### src/rtl/prog_clk_divider.sv
// prog_clk_divider: NCH independent programmable clock dividers, each with toggle (square) or pulse output.
// Latency: div_out and tick are registered and change on the edge where terminal count is detected.
// Backpressure: none; en freezes a channel, and config writes to valid channels are always accepted.
//
// Ports:
//   clk, rst           system clock, asynchronous active-low reset
//   en[NCH]            per-channel count enable
//   mode[NCH]          0 = toggle output, 1 = one-cycle pulse output
//   sync_clr           realigns all channels: clears count, div_out and tick
//   cfg_we/ch/val      half-period write; writes to a channel index >= NCH are dropped
//   div_out[NCH]       divided output per channel
//   tick[NCH]          one-cycle strobe on each terminal count
module prog_clk_divider #(
    parameter int NCH      = 2,
    parameter int CNT_W    = 8,
    parameter int DEF_HALF = 5
) (
    input  logic             clk,
    input  logic             rst,
    input  logic [NCH-1:0]   en,
    input  logic [NCH-1:0]   mode,
    input  logic             sync_clr,
    input  logic             cfg_we,
    input  logic [3:0]       cfg_ch,
    input  logic [CNT_W-1:0] cfg_val,
    output logic [NCH-1:0]   div_out,
    output logic [NCH-1:0]   tick
);

    for (genvar g = 0; g < NCH; g++) begin : g_ch
        logic [CNT_W-1:0] cnt_q, cnt_d;
        logic [CNT_W-1:0] half_q, half_d;
        logic             dout_q, dout_d;
        logic             tick_q, tick_d;
        logic             wr_hit;
        logic             term;

        // An out-of-range cfg_ch matches no generated channel, so such writes vanish.
        assign wr_hit = cfg_we && (cfg_ch == 4'(g));

        // >= rather than == so a count left above a newly lowered H cannot run away.
        assign term = en[g] && (cnt_q >= half_q);

        always_comb begin
            cnt_d  = cnt_q;
            half_d = half_q;
            dout_d = dout_q;
            tick_d = 1'b0;

            // H is written even when sync_clr coincides.
            if (wr_hit) begin
                half_d = cfg_val;
            end

            if (sync_clr) begin
                cnt_d  = '0;
                dout_d = 1'b0;
            end else if (wr_hit) begin
                // Write beats a same-cycle terminal count: restart, no tick, output holds.
                cnt_d = '0;
            end else if (term) begin
                cnt_d  = '0;
                tick_d = 1'b1;
                dout_d = mode[g] ? 1'b1 : ~dout_q;
            end else begin
                if (en[g]) begin
                    cnt_d = cnt_q + CNT_W'(1);
                end
                // Pulse mode output is only ever high on a terminal-count cycle; this also
                // drops a high level inherited from toggle mode.
                if (mode[g]) begin
                    dout_d = 1'b0;
                end
            end
        end

        always_ff @(posedge clk or negedge rst) begin
            if (!rst) begin
                cnt_q  <= '0;
                half_q <= CNT_W'(DEF_HALF);
                dout_q <= 1'b0;
                tick_q <= 1'b0;
            end else begin
                cnt_q  <= cnt_d;
                half_q <= half_d;
                dout_q <= dout_d;
                tick_q <= tick_d;
            end
        end

        assign div_out[g] = dout_q;
        assign tick[g]    = tick_q;
    end

endmodule

### config.mk
export PLATFORM = sky130hd
export DESIGN_NAME = prog_clk_divider
export DESIGN_NICKNAME = d
export VERILOG_FILES = /design/src/rtl/prog_clk_divider.sv
export SDC_FILE = /design/constraint.sdc
export NUM_CORES = 1
export LEC_CHECK = 0
export BUFFER_PORTS_ARGS = -buffer_cell sky130_fd_sc_hd__buf_2
export CELL_PAD_IN_SITES_DETAIL_PLACEMENT = 1
export CELL_PAD_IN_SITES_GLOBAL_PLACEMENT = 2
export CORE_MARGIN = 4
export CORE_UTILIZATION = 38
export CTS_BUF_LIST = sky130_fd_sc_hd__clkbuf_4
export CTS_CLUSTER_DIAMETER = 50
export DETAILED_ROUTE_END_ITERATION = 6
export GPL_TIMING_DRIVEN = 0
export MAX_ROUTING_LAYER = met4
export PLACE_DENSITY_LB_ADDON = 0.1
export SYNTH_ARGS = -nofsm -noshare
export SYNTH_HDL_FRONTEND = slang
export SYNTH_SLANG_ARGS = --single-unit
### constraint.sdc
create_clock -name clk -period 2.4 [get_ports clk]
set_input_delay 0.48 -clock clk [delete_from_list [all_inputs] [get_ports clk]]
set_output_delay 0.48 -clock clk [all_outputs]
set_load 0.01 [all_outputs]
==> impl_metrics.py <==
metrics = {
    "outcome": {
        "status": "finished clean",
    },
    "critical_path": {
        "critPathSlowestCell": "sky130_fd_sc_hd__a2111o_1",
        "worstPathCellList": "inv_1, ha_1, nand2b_4, a2111o_1, a211oi_4, buf_6, nand4_1, mux2i_1",
        "max_stage_delay_ps": 460,
        "worst_ep_required_time_ps": 2660,
        "rr_startpoint": "g_ch[0].cnt_q[0]$_DFFE_PN0P_",
        "worst_setup_path_end_kind": "flop",
        "critical_path.startpoint": "g_ch[0].cnt_q[0]$_DFFE_PN0P_",
        "timing.critical_path.max_delay_family": "compound AO/OA/AOI/OAI gates",
        "data_arrival_at_the_endpoint_of_the_critical_path_ps": 2460,
        "path_max_fanout": 10,
        "crit_type": "reg -> reg",
        "worstSetupStartpointType": "flop",
        "critical_path_buf_inv_count": 2,
    },
    "synthesis": {
        "synth_seq_cells": 36,
        "syn-num-nets": 270,
        "ys_warn_count": 0,
        "synthesis.instances": 232,
        "ys_types": 42,
        "share_of_synthesized_flip_flops_with_an_asynchronous_set_or_reset": 1.00,
        "number_of_enable_type_register_cells_in_the_synthesized_netlist": 0,
        "seq_area_frac_synth": 0.413,
        "mappedNetlistArea_mm2": 0.00219,
        "syn_avg_cell_area_um2": 9.44,
        "synth_top_flop_cell": "sky130_fd_sc_hd__dfrtp_1",
    },
    "clock_network": {
        "worst_skew_pair.late_latency_ps": 340,
        "clock_sink_count": 36,
        "clockRootBuffer": "sky130_fd_sc_hd__clkbuf_4",
        "cts.clk_slew.worst_paths_ps": 120,
        "cts_tree": "done",
        "cts_max_level": 2,
        "number_of_buffers_created_by_cts": 5,
        "holdBufCountCts": 0,
        "cts-root-to-sink-buffers": 2,
    },
    "route": {
        "drt_drc_violations_left": 0,
        "drt.antenna.violating_nets": 0,
        "detail_route.first_pass.iterations": 4,
        "totalWireLength_mm": 4.92,
        "vias_per_cell": 5.23,
        "dr_wl_cell_um": 14.8,
        "dr.first_iter.drc_count": 48,
        "vias": 1740,
    },
    "placed_design": {
        "place_area_mm2": 0.00239,
        "finalWeightedCongestion": 0.767,
        "post-place-ws_ps": 76.8,
        "buffer_ports.inserted": 21,
        "post-dp-hpwl_mm": 3.82,
        "place.detailed.instances": 325,
    },
    "die": {
        "boundaryPins": 24,
        "num_rows": 27,
        "die_x_um": 83.9,
        "vertical_die_dimension_um": 83.9,
        "core_region_area_mm2": 0.00554,
        "die_area_mm2": 0.00704,
        "initial_core_util": 0.395,
    },
    "timing": {
        "final.setup_skew_ps": 18.3,
        "final_period_minus_worst_setup_slack_ps": 2210,
        "post-route-worst-setup-slack_ps": 194,
        "final_hold_viol_count": 0,
        "unrepaired_setup_endpoints_after_global_routing": "false",
        "final.period_utilization": 0.919,
        "slew_of_the_pin_with_the_lowest_slew_margin_ps": 833,
        "slew_headroom": 0.445,
        "setup_viol": 0,
        "fin_setup_tns_ps": 0,
        "hold_slack_ps": 229,
        "timing.fmax_mhz": 453,
        "final-max-slew-violation-count": 0,
    },
    "pwr": {
        "cellLeakagePower_nw": 1.15,
        "total_power_mw": 1.47,
        "power_density_relative_to_cell_area_mw_per_mm2": 593,
        "vdd_ir_drop_max_uv": 256,
    },
    "grt": {
        "grt_overflow_total": 0,
        "number_of_global_route_vias_before_repair": 1883,
        "grt_start_max_net_pins": 37,
        "grt.total_usage": 0.155,
        "global_route_wire_length_before_repair_mm": 8.61,
        "antenna_found_initial": 0,
    },
    "cells_and_area": {
        "multi_input_comb_area_mm2": 0.00113,
        "sequential_cell_area_um2": 906,
        "share_of_cells_above_drive_strength_1": 0.226,
        "antenna_cells_inserted": 0,
        "syn_to_final_growth_pct": 13.1,
        "final_common_cell": "sky130_fd_sc_hd__dfrtp_1",
        "highest_count_cells_in_the_layout_ignoring_fill_and_taps": "sky130_fd_sc_hd__dfrtp_1, sky130_fd_sc_hd__nand2_1, sky130_fd_sc_hd__inv_1, sky130_fd_sc_hd__buf_2, sky130_fd_sc_hd__ha_1",
        "filler_cells": 671,
        "final-instance-count-excl-fill": 333,
        "finish.instance_area_mm2": 0.00248,
        "num-nets-final": 298,
        "fin_util": 0.447,
    },
    "run": {
        "cap_violations": 0,
    },
    "hold_path": {
        "worst_hold_path_type": "in -> async",
    },
}
cell type report:
cell class | count | share of cell area
Buffer | 11 | 0.0328
Clock buffer | 6 | 0.0182
Clock inverter | 2 | 0.0141
Inverter | 24 | 0.0363
Multi-Input combinational cell | 161 | 0.454
Sequential cell | 36 | 0.365
Tap cell | 72 | 0.0363
Timing Repair Buffer | 21 | 0.0424
cell usage after synthesis (4+ instances only):
| cell type | n | area (µm²) |
|---|---|---|
| sky130_fd_sc_hd__or3_1 | 5 | 31.3 |
| sky130_fd_sc_hd__nand2_1 | 28 | 105 |
| sky130_fd_sc_hd__nand2b_1 | 4 | 25.0 |
| sky130_fd_sc_hd__mux2_2 | 9 | 101 |
| sky130_fd_sc_hd__nand4_1 | 8 | 50.1 |
| sky130_fd_sc_hd__nand3b_1 | 4 | 30.0 |
| sky130_fd_sc_hd__ha_1 | 18 | 225 |
| sky130_fd_sc_hd__nand3_1 | 7 | 35.0 |
| sky130_fd_sc_hd__dfstp_2 | 4 | 105 |
| sky130_fd_sc_hd__a21oi_1 | 11 | 55.1 |
| sky130_fd_sc_hd__a31oi_1 | 5 | 31.3 |
| sky130_fd_sc_hd__buf_4 | 6 | 45.0 |
| sky130_fd_sc_hd__inv_1 | 24 | 90.1 |
| sky130_fd_sc_hd__and3_1 | 4 | 25.0 |
| sky130_fd_sc_hd__nor3_1 | 4 | 20.0 |
| sky130_fd_sc_hd__nor2_1 | 11 | 41.3 |
| sky130_fd_sc_hd__dfrtp_1 | 32 | 801 |
| sky130_fd_sc_hd__a211o_1 | 7 | 61.3 |
| sky130_fd_sc_hd__o21ai_0 | 12 | 60.1 |
cell families after synthesis:
| kind of cell | after synthesis | synth area share |
|---|---|---|
| mux | 11 | 0.0554 |
| simple gates | 83 | 0.199 |
| fa+ha+maj | 18 | 0.103 |
| xor+xnor | 2 | 0.00800 |
| flops | 36 | 0.413 |
| buf+inv | 35 | 0.0782 |
| compound gates | 47 | 0.143 |
sequential cells by signal, summed over array words and instances (netlist names):
signal,flops
g_ch.cnt_q,16
g_ch.dout_q,2
g_ch.half_q,16
g_ch.tick_q,2
layer usage:
metal,vias to the layer above,track usage,share of wire
li1,867,-,-
met4,0,0.0395,0.010
met2,11,0.270,0.52
met1,857,0.178,0.45
met5,-,-,0
met3,5,0.0365,0.020
final timing paths:
path | end | slack (ps) | depth (start not counted)
worst max-delay path | g_ch[0].cnt_q[2]$_DFFE_PN0P_ | 190 | 8
worst min-delay path | g_ch[0].cnt_q[3]$_DFFE_PN0P_ | 230 | 1
worst max register to register | g_ch[0].cnt_q[2]$_DFFE_PN0P_ | 190 | 8
worst min register to register | g_ch[1].half_q[1]$_DFFE_PN0P_ | 520 | 1
max in group asynchronous | g_ch[0].tick_q$_DFF_PN0_ | 1640 | 1
min in group clk | g_ch[0].half_q[6]$_DFFE_PN0P_ | 350 | 3
what timing repair did:
item,CTS,global route
setup endpoints to repair,0,2
resized for setup,0,2
setup buffers,0,0
endpoints found under the hold margin,0,0
power by group:
part | switching [mW] | leakage (nW) | internal, mW
Combinational | 0.168 | 0.636 | 0.142
Sequential | 0.0331 | 0.464 | 0.689
Clock | 0.207 | 0.0456 | 0.230
Total | 0.408 | 1.15 | 1.06
Power figures use the tool's default switching activity.
